$ cat src/rtl/const_load_gen.sv
// Encodes a 64-bit constant back into a LEGv8 immediate field (I/D/B/CB),
// or into a MOVZ/MOVK word sequence that loads it into Rd (IW).
module const_load_gen #(
  parameter logic [8:0] MOVZ_OPC = 9'b110100101,
  parameter logic [8:0] MOVK_OPC = 9'b111100101
) (
  input  logic        CLK,
  input  logic        Reset_L,
  input  logic        in_valid,
  output logic        in_ready,
  input  logic [63:0] in_imm,
  input  logic [2:0]  in_ctrl,
  input  logic [4:0]  in_rd,
  output logic        out_valid,
  input  logic        out_ready,
  output logic [31:0] out_ins,
  output logic        out_last,
  output logic        out_err
);

  typedef enum logic {IDLE = 1'b0, EMIT = 1'b1} state_t;

  localparam logic [2:0] CTRL_I  = 3'b000;
  localparam logic [2:0] CTRL_D  = 3'b001;
  localparam logic [2:0] CTRL_B  = 3'b010;
  localparam logic [2:0] CTRL_CB = 3'b011;
  localparam logic [2:0] CTRL_IW = 3'b100;

  state_t      state_q, state_d;
  logic [63:0] imm_q, imm_d;
  logic [4:0]  rd_q, rd_d;
  logic [3:0]  mask_q, mask_d;
  logic [31:0] ins_q, ins_d;
  logic        last_q, last_d;
  logic        err_q, err_d;

  logic [3:0]  nz;
  logic [1:0]  first_k, next_k;
  logic [31:0] first_ins;
  logic        first_last, first_err;
  logic [3:0]  first_mask;

  // True when v, read as signed, survives truncation to w bits unchanged.
  function automatic logic fits_signed(input logic [63:0] v, input int unsigned w);
    logic signed [63:0] s;
    s = $signed(v) >>> (w - 1);
    return (s == '0) || (s == '1);
  endfunction

  // An empty mask maps to quarter 0 so imm==0 still yields MOVZ #0.
  function automatic logic [1:0] lowest_k(input logic [3:0] m);
    casez (m)
      4'b???1: return 2'd0;
      4'b??10: return 2'd1;
      4'b?100: return 2'd2;
      4'b1000: return 2'd3;
      default: return 2'd0;
    endcase
  endfunction

  function automatic logic [31:0] iw_word(input logic [8:0] opc, input logic [1:0] k,
                                          input logic [15:0] q, input logic [4:0] rd);
    return {opc, k, q, rd};
  endfunction

  // First word of a request, computed straight from the inputs.
  always_comb begin
    for (int k = 0; k < 4; k++) nz[k] = |in_imm[16*k +: 16];
    first_k    = lowest_k(nz);
    first_ins  = '0;
    first_last = 1'b1;
    first_err  = 1'b0;
    first_mask = '0;
    case (in_ctrl)
      CTRL_I: begin
        first_ins = {10'b0, in_imm[11:0], 5'b0, in_rd};
        first_err = !fits_signed(in_imm, 12);
      end
      CTRL_D: begin
        first_ins = {11'b0, in_imm[8:0], 7'b0, in_rd};
        first_err = !fits_signed(in_imm, 9);
      end
      CTRL_B: begin
        first_ins = {6'b0, in_imm[25:0]};
        first_err = !fits_signed(in_imm, 26);
      end
      CTRL_CB: begin
        first_ins = {8'b0, in_imm[18:0], in_rd};
        first_err = !fits_signed(in_imm, 19);
      end
      CTRL_IW: begin
        first_ins  = iw_word(MOVZ_OPC, first_k, in_imm[{first_k, 4'b0} +: 16], in_rd);
        first_mask = nz & ~(4'b0001 << first_k);
        first_last = (first_mask == 4'b0);
      end
      default: first_err = 1'b1;
    endcase
  end

  always_comb begin
    state_d = state_q;
    imm_d   = imm_q;
    rd_d    = rd_q;
    mask_d  = mask_q;
    ins_d   = ins_q;
    last_d  = last_q;
    err_d   = err_q;
    next_k  = lowest_k(mask_q);
    case (state_q)
      IDLE: begin
        if (in_valid) begin
          state_d = EMIT;
          imm_d   = in_imm;
          rd_d    = in_rd;
          mask_d  = first_mask;
          ins_d   = first_ins;
          last_d  = first_last;
          err_d   = first_err;
        end
      end
      EMIT: begin
        if (out_ready) begin
          if (last_q) begin
            state_d = IDLE;
          end else begin
            // Only IW requests have follow-on words: next pending quarter as MOVK.
            ins_d  = iw_word(MOVK_OPC, next_k, imm_q[{next_k, 4'b0} +: 16], rd_q);
            mask_d = mask_q & ~(4'b0001 << next_k);
            last_d = (mask_d == 4'b0);
            err_d  = 1'b0;
          end
        end
      end
    endcase
  end

  always_ff @(posedge CLK or negedge Reset_L) begin
    if (!Reset_L) begin
      state_q <= IDLE;
      imm_q   <= '0;
      rd_q    <= '0;
      mask_q  <= '0;
      ins_q   <= '0;
      last_q  <= 1'b0;
      err_q   <= 1'b0;
    end else begin
      state_q <= state_d;
      imm_q   <= imm_d;
      rd_q    <= rd_d;
      mask_q  <= mask_d;
      ins_q   <= ins_d;
      last_q  <= last_d;
      err_q   <= err_d;
    end
  end

  assign in_ready  = (state_q == IDLE);
  assign out_valid = (state_q == EMIT);
  assign out_ins   = ins_q;
  assign out_last  = last_q;
  assign out_err   = err_q;

endmodule

$ cat config.mk
export PLATFORM = sky130hd
export DESIGN_NAME = const_load_gen
export DESIGN_NICKNAME = d
export VERILOG_FILES = /design/src/rtl/const_load_gen.sv
export SDC_FILE = /design/constraint.sdc
export NUM_CORES = 1
export LEC_CHECK = 0
export ABC_AREA = 1
export BUFFER_PORTS_ARGS = -buffer_cell sky130_fd_sc_hd__buf_2
export CAP_MARGIN = 20
export CORE_UTILIZATION = 55
export CTS_BUF_LIST = sky130_fd_sc_hd__clkbuf_4 sky130_fd_sc_hd__clkbuf_8
export DETAILED_ROUTE_END_ITERATION = 10
export PLACE_DENSITY = 0.81
export SKIP_CTS_REPAIR_TIMING = 1
export SLEW_MARGIN = 40
export SYNTH_ARGS = -nofsm -noshare
export SYNTH_HDL_FRONTEND = slang
export SYNTH_SLANG_ARGS = --single-unit
export TNS_END_PERCENT = 5
$ cat constraint.sdc
create_clock -name CLK -period 2.4 [get_ports CLK]
set_clock_uncertainty 0.1 [all_clocks]
set_input_delay 0.24 -clock CLK [delete_from_list [all_inputs] [get_ports CLK]]
set_output_delay 0.24 -clock CLK [all_outputs]
set_load 0.02 [all_outputs]
Yosys cells after proc, flatten, opt, wreduce, memory -nomap -nowiden. Index checks and enable logic that the tools add are counted.

Bits of input ports: 76. Flip-flop bits (word level): 108. Word-level logic and storage cells: 81.

Shift-type cells: 4. Bitwise gates (word level): 5. Mux-type cells: 26. Reduce and logical (&&, ||, !) cells: 22. Eq/ne operators: 17.

Operator list (count): $eq A64 B64 Y1 const B (4); $logic_not A64 Y1 (4); $pmux W32 S5 (1); $shiftx A64 B7 Y16 (2); $mux W32 (3); $pmux W32 S2 (1); $reduce_or A16 Y1 (4); $mux W4 (4); $pmux W2 S3 (2); $mux W1 (10); $eq A3 B3 Y1 const B (3); $and A4 B4 Y4 (2); $eq A4 B4 Y1 const B (2); $logic_not A4 Y1 (2); $not A4 Y4 (2); $pmux W4 S2 (1); $shl A1 B2 Y4 const A (2); $eq A3 B2 Y1 const B (2); $ne A2 B2 Y1 const B (3); $pmux W1 S2 (3); $pmux W1 S5 (1); $eq A2 B2 Y1 const B (2); $logic_not A1 Y1 (4); $logic_or A1 B1 Y1 (4); 5 further kinds (6).

Longest topological paths before layout. Gate-level depths: netlist of run 1.

Depth after elaboration: 10. Depth in mapped cells: 15. Gate-level depth less buffers: 14.

Least setup slack after synthesis of run 1. No wires, ideal clock.

Path type: register -> register. From: reg state_q, in the netlist out_valid. To: reg ins_q[11], in the netlist out_ins[11]. Path slack: 0.637 ns. Stages on the path, launching flop included: 10. Library setup time: 0.077 ns. Data arrival time: 1.586 ns. Cell sequence: dfrtp_1 > inv_2 > nand2_1 > nand2_1 > inv_2 > clkbuf_1 > a21oi_1 > nand4_1 > nand2_1 > a21oi_1.

Word-level cells in the longest chain between the ends: 3.

Ends and longest elaborated chain: from (decl) (line 29) `state_t state_q, state_d;`; from (signal assigned) (line 147) `state_q <= state_d;`; $not A1 Y1 (no line); $ne A2 B2 Y1 (no line); $reduce_and A3 Y1 (no line); to (signal assigned) (line 151) `ins_q <= ins_d;`; to (decl) (line 33) `logic [31:0] ins_q, ins_d;`.

Several ways; a longest one is shown, not always the timed one. A chain may end at the register's enable or synchronous reset.

Final worst setup path of run 1.
From: reg mask_q[0]. To: reg ins_q[18], in the netlist out_ins[18].

Word-level cells in the longest chain between the ends: 6.

Ends and longest elaborated chain: from (decl) (line 32) `logic [3:0] mask_q, mask_d;`; from (signal assigned) (line 150) `mask_q <= mask_d;`; $eq A4 B4 Y1, or another cell as far along (line 52) `casez (m)`; $pmux W2 S3 (*) (line 52); $shiftx A64 B7 Y16 (*) (line 127) `ins_d = iw_word(MOVK_OPC, next_k, imm_q[{next_k, 4'b0} +: 16], rd_q);`; $mux W32 (*) (line 123) `if (last_q) begin`; $mux W32 (*) (line 122) `if (out_ready) begin`; $pmux W32 S2 (*) (line 109) `case (state_q)`.

Every way passes the cells marked *; elsewhere a longest branch is shown, timed or not. The select of a mux whose other input is x is not followed.

==> metrics.md, run 1 <==
| Metric | Value |
|---|---|
| Run status | `completed` |
| CP Data Arrival Time | `2.29 ns` |
| TritonCTS clock tree | `built` |
| CP Launch Type | `register` |
| Req. time, crit path | `2.57 ns` |
| DR WL/cell | `approximately 20 um` |
| Fin. Hold Viols | `0` |
| Worst r2r dst | `out_ins[18]` |
| Combinational family with the most area after synthesis | `simple AND/OR/NAND/NOR gates` |
| Routed WL | `roughly 23000 um` |
| Clock insertion delay at the later pin of the skew report | `0.38 ns` |
| Htree depth | `3` |
| CTS sink count | `about 100` |
| Initial antenna violation count | `0` |
| Row count | `38` |
| Hold EP | `imm_q[35]` |
| Remaining DRCs | `0` |
| Inserted Clock Buffers | `9` |
| M2 GR Usage | `0.5800` |
| Initial Utilization | `0.5736` |
| Slew headroom | `0.5252` |
| Grt peak-use layer | `met2` |
| Tmin final | `about 2.1 ns` |
| Largest net degree at the start of global routing | `70` |
| CTS Root Cell | `clkbuf_8` |
| Power Density | `around 1100 nW/um^2` |
| Worst r2r src | `mask_q[0]` |
| Sequential share of power | `0.397` |
| Worst Reg-to-Reg Cells | `9` |
| Worst slew pin tran | `a little over 0.7 ns` |
| RSZ-0062 raised after global routing | `false` |
| N_diodes | `0` |
| Switching fraction of total power | `0.4604` |
| XOR/XNOR Fraction of Synth Area | `0` |
| Area growth syn-to-layout | `15.63%` |
| Sw Pwr | `between 3000 and 4000 uW` |
| Final net count | `~1100` |
| Vias in the first global route | `roughly 6400` |
| Wire length of the first global-routing pass | `35010 um` |
| Peak supply drop | `1.571 mV` |
| Synth Cell Area | `around 6300 um^2` |
| Clock-pin slew on the worst setup and hold paths | `0.10 ns` |
| Post-placement cell count | `approximately 1200` |
| Static Leak | `between 0.003 and 0.004 uW` |
| Met3 Use GR | `0.1154` |
| Post-route insts no fill | `approximately 1200` |
| Hold Path Depth | `3` |
| Synth Area in Adders | `0` |
| Combinational share of power | `0.466` |
| Final Max Tran Viols | `0` |
| Max Cap Viol | `0` |
| Clock network power share | `0.137` |
| Gr ovfl total | `0` |
| CP Capture Type | `register` |
| Mean Syn Cell Area | `just under 7 um^2` |
| Mux cell area share after synthesis | `0` |
| Final Core Density | `0.6632` |
| Maximum clock frequency | `about 0.47 GHz` |
| FF+latch count, synth | `between 100 and 150` |
| Total internal power | `between 4000 and 5000 uW` |
| Post-synthesis sequential area ratio | `0.4131` |
| Synth Area in Compound Gates | `0.1321` |
| DRT iter0 DRCs | `just under 800` |
| Routed vias/inst | `slightly below 6` |
| R2R Setup Slk | `around 0.28 ns` |
| I/O pin count | `between 100 and 150` |
| Die area | `approximately 12000 um^2` |
| Share of layout cells above drive strength 1 | `0.1603` |
| Simple-gate portion of the synthesized area | `0.3639` |
| WHS | `~0.015 ns` |
| Met1 global-route usage | `0.5785` |
| Fin area | `approximately 7300 um^2` |
| Core Region | `roughly 11000 um^2` |
| PortBufs | `between 100 and 150` |
| Mapped Cells | `934` |
| Yosys Warn Count | `0` |
| Synth cell types | `30` |
| Hpwl dp | `roughly 18000 um` |
| Clock Tree Buf Depth | `2` |
| Setup violations, final | `0` |
| DRT Pass-1 Iters | `5` |
| Hold Startpoint | `in_imm[35]` |
| Vias | `around 7000` |
| Worst Path Max Fanout | `13` |
| Die span in x | `approximately 110 um` |
| Routability cong. | `about 1.1` |
| Setup TNS | `0 ns` |
| ANT nets after route | `0` |
| Final period util | `0.8839` |
| Die Ht | `109.0 um` |
| Total track usage | `0.4090` |
| Hold crit path type | `input pin to register` |
| Placed cell area | `7094 um^2` |
| Crit path kind | `register to register` |
==> cells in the mapped netlist <==
cell / number / area share
a21oi_1: 50 / 0.040
a221oi_1: 10 / 0.014
a22oi_1: 5 / 0.0060
a31oi_1: 4 / 0.0040
and2_1: 1 / 0.00099
buf_1: 5 / 0.0030
buf_2: 8 / 0.0064
buf_4: 7 / 0.0083
buf_6: 1 / 0.0018
clkbuf_1: 26 / 0.015
clkinv_1: 2 / 0.0012
conb_1: 1 / 0.00060
dfrtp_1: 104 / 0.41
inv_1: 88 / 0.052
inv_2: 3 / 0.0018
nand2_1: 307 / 0.18
nand2_2: 1 / 0.00099
nand2_4: 2 / 0.0036
nand3_1: 93 / 0.074
nand3b_1: 2 / 0.0024
nand4_1: 29 / 0.029
nor2_1: 85 / 0.051
nor2_4: 2 / 0.0036
nor3_1: 9 / 0.0071
nor4_1: 9 / 0.0089
o2111ai_1: 1 / 0.0014
o21ai_0: 60 / 0.048
o221ai_1: 1 / 0.0014
o22ai_1: 17 / 0.017
o31ai_1: 1 / 0.0012
==> worst max-delay path by stage <==
stage	endpoint	cells past startpoint	slack, ns	startpoint
after floorplan	out_ins[11]	9	0.64	out_valid
after global placement	out_ins[9]	15	0.18	in_imm[30]
after detailed placement	out_ins[6]	15	0.22	in_imm[30]
after CTS	out_ins[18]	9	0.37	mask_q[0]
after global routing	out_ins[18]	9	0.13	mask_q[0]
final	out_ins[18]	9	0.28	mask_q[0]
==> logic make-up (layout without fill, tap and decap cells) <==
kind of cell,Yosys count,in the layout
AO/OA/AOI/OAI,149,149
buffers and inverters,140,253
flip-flops,104,104
other,1,2
AND/OR/NAND/NOR,540,540
==> layer usage <==
| layer | vias up | part of all wire | wire length (um) |
|---|---|---|---|
| li1 | 3281 | - | - |
| met1 | 3238 | 0.42 | 9692 |
| met2 | 498 | 0.41 | 9564 |
| met4 | 0 | 0.034 | 780 |
| met3 | 60 | 0.14 | 3164 |
| met5 | - | 0 | 0 |
==> flip-flops by register name (all words and copies together), names as in the netlist <==
signal / cells
out_last: 1
out_valid: 1
out_ins: 28
mask_q: 4
out_err: 1
imm_q: 64
rd_q: 5
==> power by group through the flow <==
stage | Combinational [uW] | Sequential [uW] | Clock, uW
3_5_place_dp | 3530 | 3090 | 0
4_1_cts | 3550 | 3060 | 1060
2_1_floorplan | 1980 | 3300 | 0
6_report | 3600 | 3070 | 1060
3_3_place_gp | 3470 | 3060 | 0
5_1_grt | 3990 | 3160 | 1120
==> layout by cell type (no fill, tap or decap), types with 17 or more instances in the layout <==
cell	n
nand2_1	306
buf_2	108
dfrtp_1	104
nand3_1	93
inv_1	88
nor2_1	85
o21ai_0	60
a21oi_1	50
buf_4	33
nand4_1	29
o22ai_1	17
==> worst max-delay path: stages, from the launching register on <==
cell and delay, ns:
dfrtp_1 0.43, nor2_1 0.20, buf_4 0.25, o21ai_0 0.14, o21ai_0 0.10, inv_1 0.15
nand2_1 0.14, nand4_1 0.21, a21oi_1 0.21, a21oi_1 0.09
==> metrics by stage <==
step	worst slack, ns	power [uW]
2_1_floorplan	0.6370	5271
3_3_place_gp	0.1752	6531
3_5_place_dp	0.2190	6620
4_1_cts	0.3696	7667
5_1_grt	0.1321	8264
6_report	0.2786	7739
==> cell type report <==
type | instances | area (um^2)
clock inverters | 4 | 27.53
multi-input cells | 691 | 3139
clock buffers | 12 | 152.6
flip-flops and latches | 104 | 2603
fillers | 1028 | 3699
inverters | 93 | 349.1
repair buffers | 144 | 838.3
well taps | 140 | 175.2
Power figures use the tool's default switching activity.
==> run 2, diff against run 1 <==
--- a/config.mk
+++ b/config.mk
@@ -10,2 +10,3 @@
 export CAP_MARGIN = 20
+export CORE_ASPECT_RATIO = 1.1
 export CORE_UTILIZATION = 55
==> constraint.sdc (replaced) <==
create_clock -name CLK -period 2.4 [get_ports CLK]
set_clock_uncertainty 0.1 [all_clocks]
set_input_delay 0.72 -clock CLK [delete_from_list [all_inputs] [get_ports CLK]]
set_output_delay 0.72 -clock CLK [all_outputs]
set_load 0.02 [all_outputs]
==> run 2 against run 1 <==
Combinational power grew 3%. First-iteration DRC count grew 3.0%. Register-to-register slack gained 0.03 ns. Cell count grew 8.3%. Largest power group unchanged. Largest cell class unchanged. Global-route usage grew 0.85 points. Power grew 2.6%. Worst hold slack gained 0.25 ns.
==> metrics.md, run 2 (same netlist as run 1, synthesis figures left out) <==
| Metric | Value |
|---|---|
| Run status | `completed` |
| Die area | `11890 um^2` |
| Gr ovfl total | `0` |
| Final Max Tran Viols | `0` |
| Setup TNS | `0 ns` |
| Worst r2r src | `mask_q[0]` |
| Most common cell after layout, fill and taps aside | `nand2_1` |
| Total track usage | `0.4175` |
| Htree depth | `3` |
| Row count | `40` |
| Clock insertion delay at the later pin of the skew report | `around 0.39 ns` |
| Die span in x | `approximately 100 um` |
| Remaining DRCs | `0` |
| Routed vias/inst | `approximately 5.8` |
| Hpwl dp | `~18000 um` |
| N_diodes | `0` |
| Peak supply drop | `0.9729 mV` |
| Fillers | `around 950` |
| Post-placement cell count | `between 1000 and 1500` |
| Maximum clock frequency | `between 0.4 and 0.5 GHz` |
| Tmin final | `about 2.2 ns` |
| Area occupied by multi-input gates | `3139 um^2` |
| Static Leak | `around 0.0042 uW` |
| Req. time, crit path | `about 2.6 ns` |
| Crit path kind | `input pin to register` |
| Vias | `~7400` |
| Hold crit path type | `input pin to async pin` |
| CP Data Arrival Time | `around 2.4 ns` |
| Worst slew pin tran | `about 0.75 ns` |
| CP Capture Type | `register` |
| Initial Utilization | `0.5696` |
| Final net count | `between 1000 and 1500` |
| Max FFs per register | `64` |
| RSZ-0062 raised after global routing | `false` |
| Clock-pin slew on the worst setup and hold paths | `around 0.13 ns` |
| DRT Pass-1 Iters | `6` |
| Fin. Hold Viols | `0` |
| Vias in the first global route | `about 6900` |
| Most frequent cells in the layout | `306 x nand2_1, 125 x buf_4, 108 x buf_2` |
| I/O pin count | `roughly 110` |
| Core Region | `~11000 um^2` |
| Largest net degree at the start of global routing | `105` |
| CTS sink count | `104` |
| Area taken by flip-flops and latches | `approximately 2600 um^2` |
| Initial antenna violation count | `0` |
| Worst r2r dst | `out_ins[8]` |
| DR WL/cell | `around 19 um` |
| Final period util | `0.8986` |
| Slew headroom | `0.5011` |
| DRT iter0 DRCs | `819` |
| Inserted Clock Buffers | `9` |
| Post-route insts no fill | `1287` |
| R2R Setup Slk | `about 0.31 ns` |
| Share of layout cells above drive strength 1 | `0.2289` |
| Die Ht | `roughly 110 um` |
| Worst Reg-to-Reg Cells | `8` |
| Area growth syn-to-layout | `27.49%` |
| Wire length of the first global-routing pass | `approximately 37000 um` |
| Largest register by flop count | `imm_q` |
| Clock Tree Buf Depth | `2` |
| CP Launch Type | `input pin` |
| TritonCTS clock tree | `built` |
| WHS | `about 0.26 ns` |
| ANT nets after route | `0` |
| CTS Root Cell | `clkbuf_8` |
| Worst Path Max Fanout | `32` |
| PortBufs | `109` |
| Setup violations, final | `0` |
| Routed WL | `between 20000 and 25000 um` |
| Power Density | `about 990 nW/um^2` |
| Routability cong. | `around 1.0` |
| Max Cap Viol | `0` |
run 2: cell count changes in the layout (fill, tap and decap cells not counted), moves of 2 or more:
cell,previous run,this run
clkinv_2,2,0
clkbuf_4,2,0
clkinv_8,0,3
buf_4,33,125
run 2: worst max-delay path, cell delays in order:
cell and delay [ns]:
buf_2 0.11, nor2_1 0.17, nand2_1 0.11, nor2_1 0.15
nand2_1 0.12, nor2_4 0.17, buf_12 0.20, nand3_1 0.09
nand2_1 0.11, inv_1 0.05, nand3_1 0.06, nand2_1 0.05
nand2_1 0.07, nand2_1 0.05, a21oi_1 0.14
run 2: worst max path at each step:
stage                    start           to
floorplan           in_imm[30]  out_ins[20]
global placement    in_imm[46]  out_ins[22]
detailed placement  in_imm[57]  out_ins[22]
CTS                 in_imm[57]  out_ins[22]
global route        in_imm[46]      out_err
finish              in_imm[13]  out_ins[12]
run 2: routing by layer:
layer / GRT usage / part of all wire
met1: 0.5587 / 0.40
met2: 0.6533 / 0.44
met3: 0.09960 / 0.12
met4: 0.1733 / 0.037
met5: 0 / 0
run 2: cell type report:
| class | instances | share of cell area |
|---|---|---|
| multi-input combinational | 691 | 0.3909 |
| timing repair buffer | 236 | 0.1916 |
| sequential | 104 | 0.3240 |
| inverter | 93 | 0.04346 |
| clock buffer | 9 | 0.01542 |
| clock inverter | 7 | 0.01168 |
| tap | 147 | 0.02290 |
run 2: through the flow:
step	utilization	power, uW	area [um^2]	worst slack [ns]
2_1_floorplan	-	5271	6304	0.2607
3_3_place_gp	0.7064	6573	7814	-0.07634
3_5_place_dp	0.7064	6697	7814	-0.1388
4_1_cts	0.7261	7864	8031	0.2627
5_1_grt	0.7261	8382	8031	0.1039
6_report	0.7261	7942	8031	0.2433
run 2: power by group:
part / leakage [uW] / switching, uW / internal (uW)
Clock: 0.000108 / 752 / 433
Sequential: 0.00128 / 487 / 2580
Combinational: 0.00278 / 2470 / 1220
==> run 3, diff against run 2 <==
- ABC_AREA: 1 -> 0
==> run 3 against run 2 <==
Die area fell by 4.6%. Combinational power decreased by 7.0%. Area after synthesis down 4.7%. Fmax decreased by 8.2%. Via count is 8.1% lower. Critical path depth down 7. Sequential cell count unchanged. Largest cell class unchanged. First-iteration DRC count fell by 5.0%.
==> metrics.md, run 3 <==
| Metric | Value |
|---|---|
| Run status | `completed` |
| Worst slew pin tran | `~0.66 ns` |
| CTS sink count | `roughly 100` |
| Maximum clock frequency | `around 0.43 GHz` |
| Yosys Warn Count | `0` |
| Vias | `around 7000` |
| Fillers | `~800` |
| Total internal power | `about 4300 uW` |
| Inserted Clock Buffers | `9` |
| Final Max Tran Viols | `0` |
| Clock Tree Buf Depth | `2` |
| TritonCTS clock tree | `built` |
| Peak supply drop | `0.7008 mV` |
| Hold crit path type | `input pin to async pin` |
| RSZ-0062 raised after global routing | `false` |
| Gr ovfl total | `0` |
| Core Region | `between 10000 and 15000 um^2` |
| Die span in x | `slightly above 100 um` |
| Mapped Cells | `738` |
| Post-synth top area cell | `dfrtp_1` |
| Final Core Density | `0.7441` |
| Slew headroom | `0.5624` |
| Routability cong. | `between 1 and 1.5` |
| Routed vias/inst | `6.263` |
| Crit path kind | `input pin to register` |
| Mean Syn Cell Area | `8.136 um^2` |
| Largest register by flop count | `imm_q` |
| Ranking of synthesized cells by area | `dfrtp_1 43%, nand2_1 16%, mux4_2 3.4%` |
| Clock-pin slew on the worst setup and hold paths | `approximately 0.1 ns` |
| Req. time, crit path | `roughly 2.6 ns` |
| Placed cell area | `between 7000 and 8000 um^2` |
| Die Ht | `111.6 um` |
| Combinational share of power | `0.455` |
| Largest net degree at the start of global routing | `87` |
| Switching fraction of total power | `0.4319` |
| Count leader, synth | `nand2_1` |
| Post-synth EDFFs | `0` |
| Most common cell after layout, fill and taps aside | `nand2_1` |
| Remaining DRCs | `0` |
| Hpwl dp | `around 17000 um` |
| CP Capture Type | `register` |
| PortBufs | `~110` |
| CP Data Arrival Time | `between 2 and 3 ns` |
| Worst path buffer plus inverter count | `2` |
| Max Cap Viol | `0` |
| CP max stage delay | `0.58 ns` |
| Share of the synthesized area in the top cell type | `0.4334` |
| Fin area | `just under 8000 um^2` |
| DR WL/cell | `around 21 um` |
| Clock insertion delay at the later pin of the skew report | `~0.39 ns` |
| Total track usage | `0.4174` |
| Delay-heaviest family, CP | `simple AND/OR/NAND/NOR gates` |
| Max FFs per register | `between 60 and 70` |
| Worst Path Max Fanout | `3` |
| Static Leak | `about 0.0038 uW` |
| Fin. Hold Viols | `0` |
| Post-synthesis sequential area ratio | `0.4334` |
| Synth Cell Area | `6005 um^2` |
| Critical path cell sequence | `buf_2 -> or4_4 -> nor3_4 -> buf_4 -> nand3_1 -> maj3_1 -> o221ai_1 -> a32o_1` |
| Share of layout cells above drive strength 1 | `0.3075` |
| CP Launch Type | `input pin` |
| Htree depth | `3` |
| Synth cell types | `62` |
| Top cells by count, synth | `262 x nand2_1, 104 x dfrtp_1, 41 x clkbuf_1, 36 x a21oi_1, 31 x nor2_1` |
| Prevailing post-synth register cell | `dfrtp_1` |
| Most frequent cells in the layout | `262 x nand2_1, 129 x buf_4, 108 x buf_2` |
| Vias in the first global route | `between 6000 and 7000` |
| Final period util | `0.9791` |
| N_diodes | `0` |
| Die area | `11340 um^2` |
| Wire length of the first global-routing pass | `35280 um` |
| Row count | `39` |
| ANT nets after route | `0` |
| CP max-delay cell | `or4_4` |
| Area growth syn-to-layout | `30.01%` |
| DRT iter0 DRCs | `about 780` |
| CTS Root Cell | `clkbuf_8` |
| Sw Pwr | `between 3000 and 4000 uW` |
| Final net count | `between 1000 and 1500` |
| Initial Utilization | `0.5723` |
| Routed WL | `approximately 23000 um` |
| DRT Pass-1 Iters | `6` |
| Fraction of registers with async set or reset after synthesis | `1.000` |
| FF+latch count, synth | `104` |
| Initial antenna violation count | `0` |
| I/O pin count | `roughly 110` |
| Sequential share of power | `0.407` |
| Tmin final | `around 2.3 ns` |
| Setup violations, final | `0` |
| Clock network power share | `0.137` |
| Power Density | `~970 nW/um^2` |
run 3: power groups by stage:
stage | Combinational, uW | Sequential, uW | Clock, uW
6_report | 3430 | 3070 | 1030
5_1_grt | 3740 | 3150 | 1110
4_1_cts | 3390 | 3060 | 1030
3_5_place_dp | 3380 | 3090 | 0
3_3_place_gp | 3270 | 3050 | 0
2_1_floorplan | 1790 | 3230 | 0
run 3: cell families (layout without fill, tap and decap cells):
kind of cell | Yosys count | in the layout | synth area share
compound gates | 161 | 161 | 0.1809
fa+ha+maj | 2 | 2 | 0.003334
buf+inv | 58 | 262 | 0.03959
flops | 104 | 104 | 0.4334
mux | 19 | 19 | 0.05126
other cells | 1 | 2 | 0.0006245
simple gates | 393 | 393 | 0.2909
run 3: worst paths after layout:
| check | endpoint | startpoint | slack, ns | cells past startpoint |
|---|---|---|---|---|
| setup / recovery | out_last | in_imm[28] | 0.05 | 8 |
| hold / removal | out_ins[2] | Reset_L | 0.22 | 1 |
| setup reg to reg | out_ins[10] | out_valid | 0.24 | 7 |
| hold reg to reg | rd_q[1] | rd_q[1] | 0.38 | 2 |
| max in group asynchronous | imm_q[10] | Reset_L | 1.31 | 2 |
| min in group CLK | rd_q[1] | rd_q[1] | 0.38 | 2 |
run 3: per-layer routing:
metal	track usage	vias up	share of wire
li1	-	3034	-
met1	0.5350	3197	0.37
met2	0.6518	478	0.47
met3	0.06717	93	0.10
met4	0.2686	0	0.059
met5	0	-	0
run 3: final cells by class:
| type | count | area [um^2] | share of cell area |
|---|---|---|---|
| Sequential cell | 104 | 2603 | 0.3334 |
| Timing Repair Buffer | 244 | 1649 | 0.2113 |
| Clock buffer | 10 | 137.6 | 0.01763 |
| Tap cell | 143 | 178.9 | 0.02292 |
| Inverter | 4 | 15.01 | 0.001923 |
| Multi-Input combinational cell | 577 | 3192 | 0.4089 |
| Clock inverter | 4 | 31.28 | 0.004007 |
run 3: through the flow:
step / hold WS (ns) / TNS, ns / worst slack, ns / power, uW / instances
floorplan: 0.3244 / -0.5620 / -0.07663 / 5024 / 739
global placement: 0.3533 / -4.917 / -0.2831 / 6318 / 1072
detailed placement: 0.3568 / -5.675 / -0.3452 / 6465 / 1072
CTS: 0.2397 / 0 / 0.02594 / 7478 / 1086
global route: 0.2573 / 0 / 0.008119 / 8004 / 1086
finish: 0.2218 / 0 / 0.05017 / 7535 / 1086
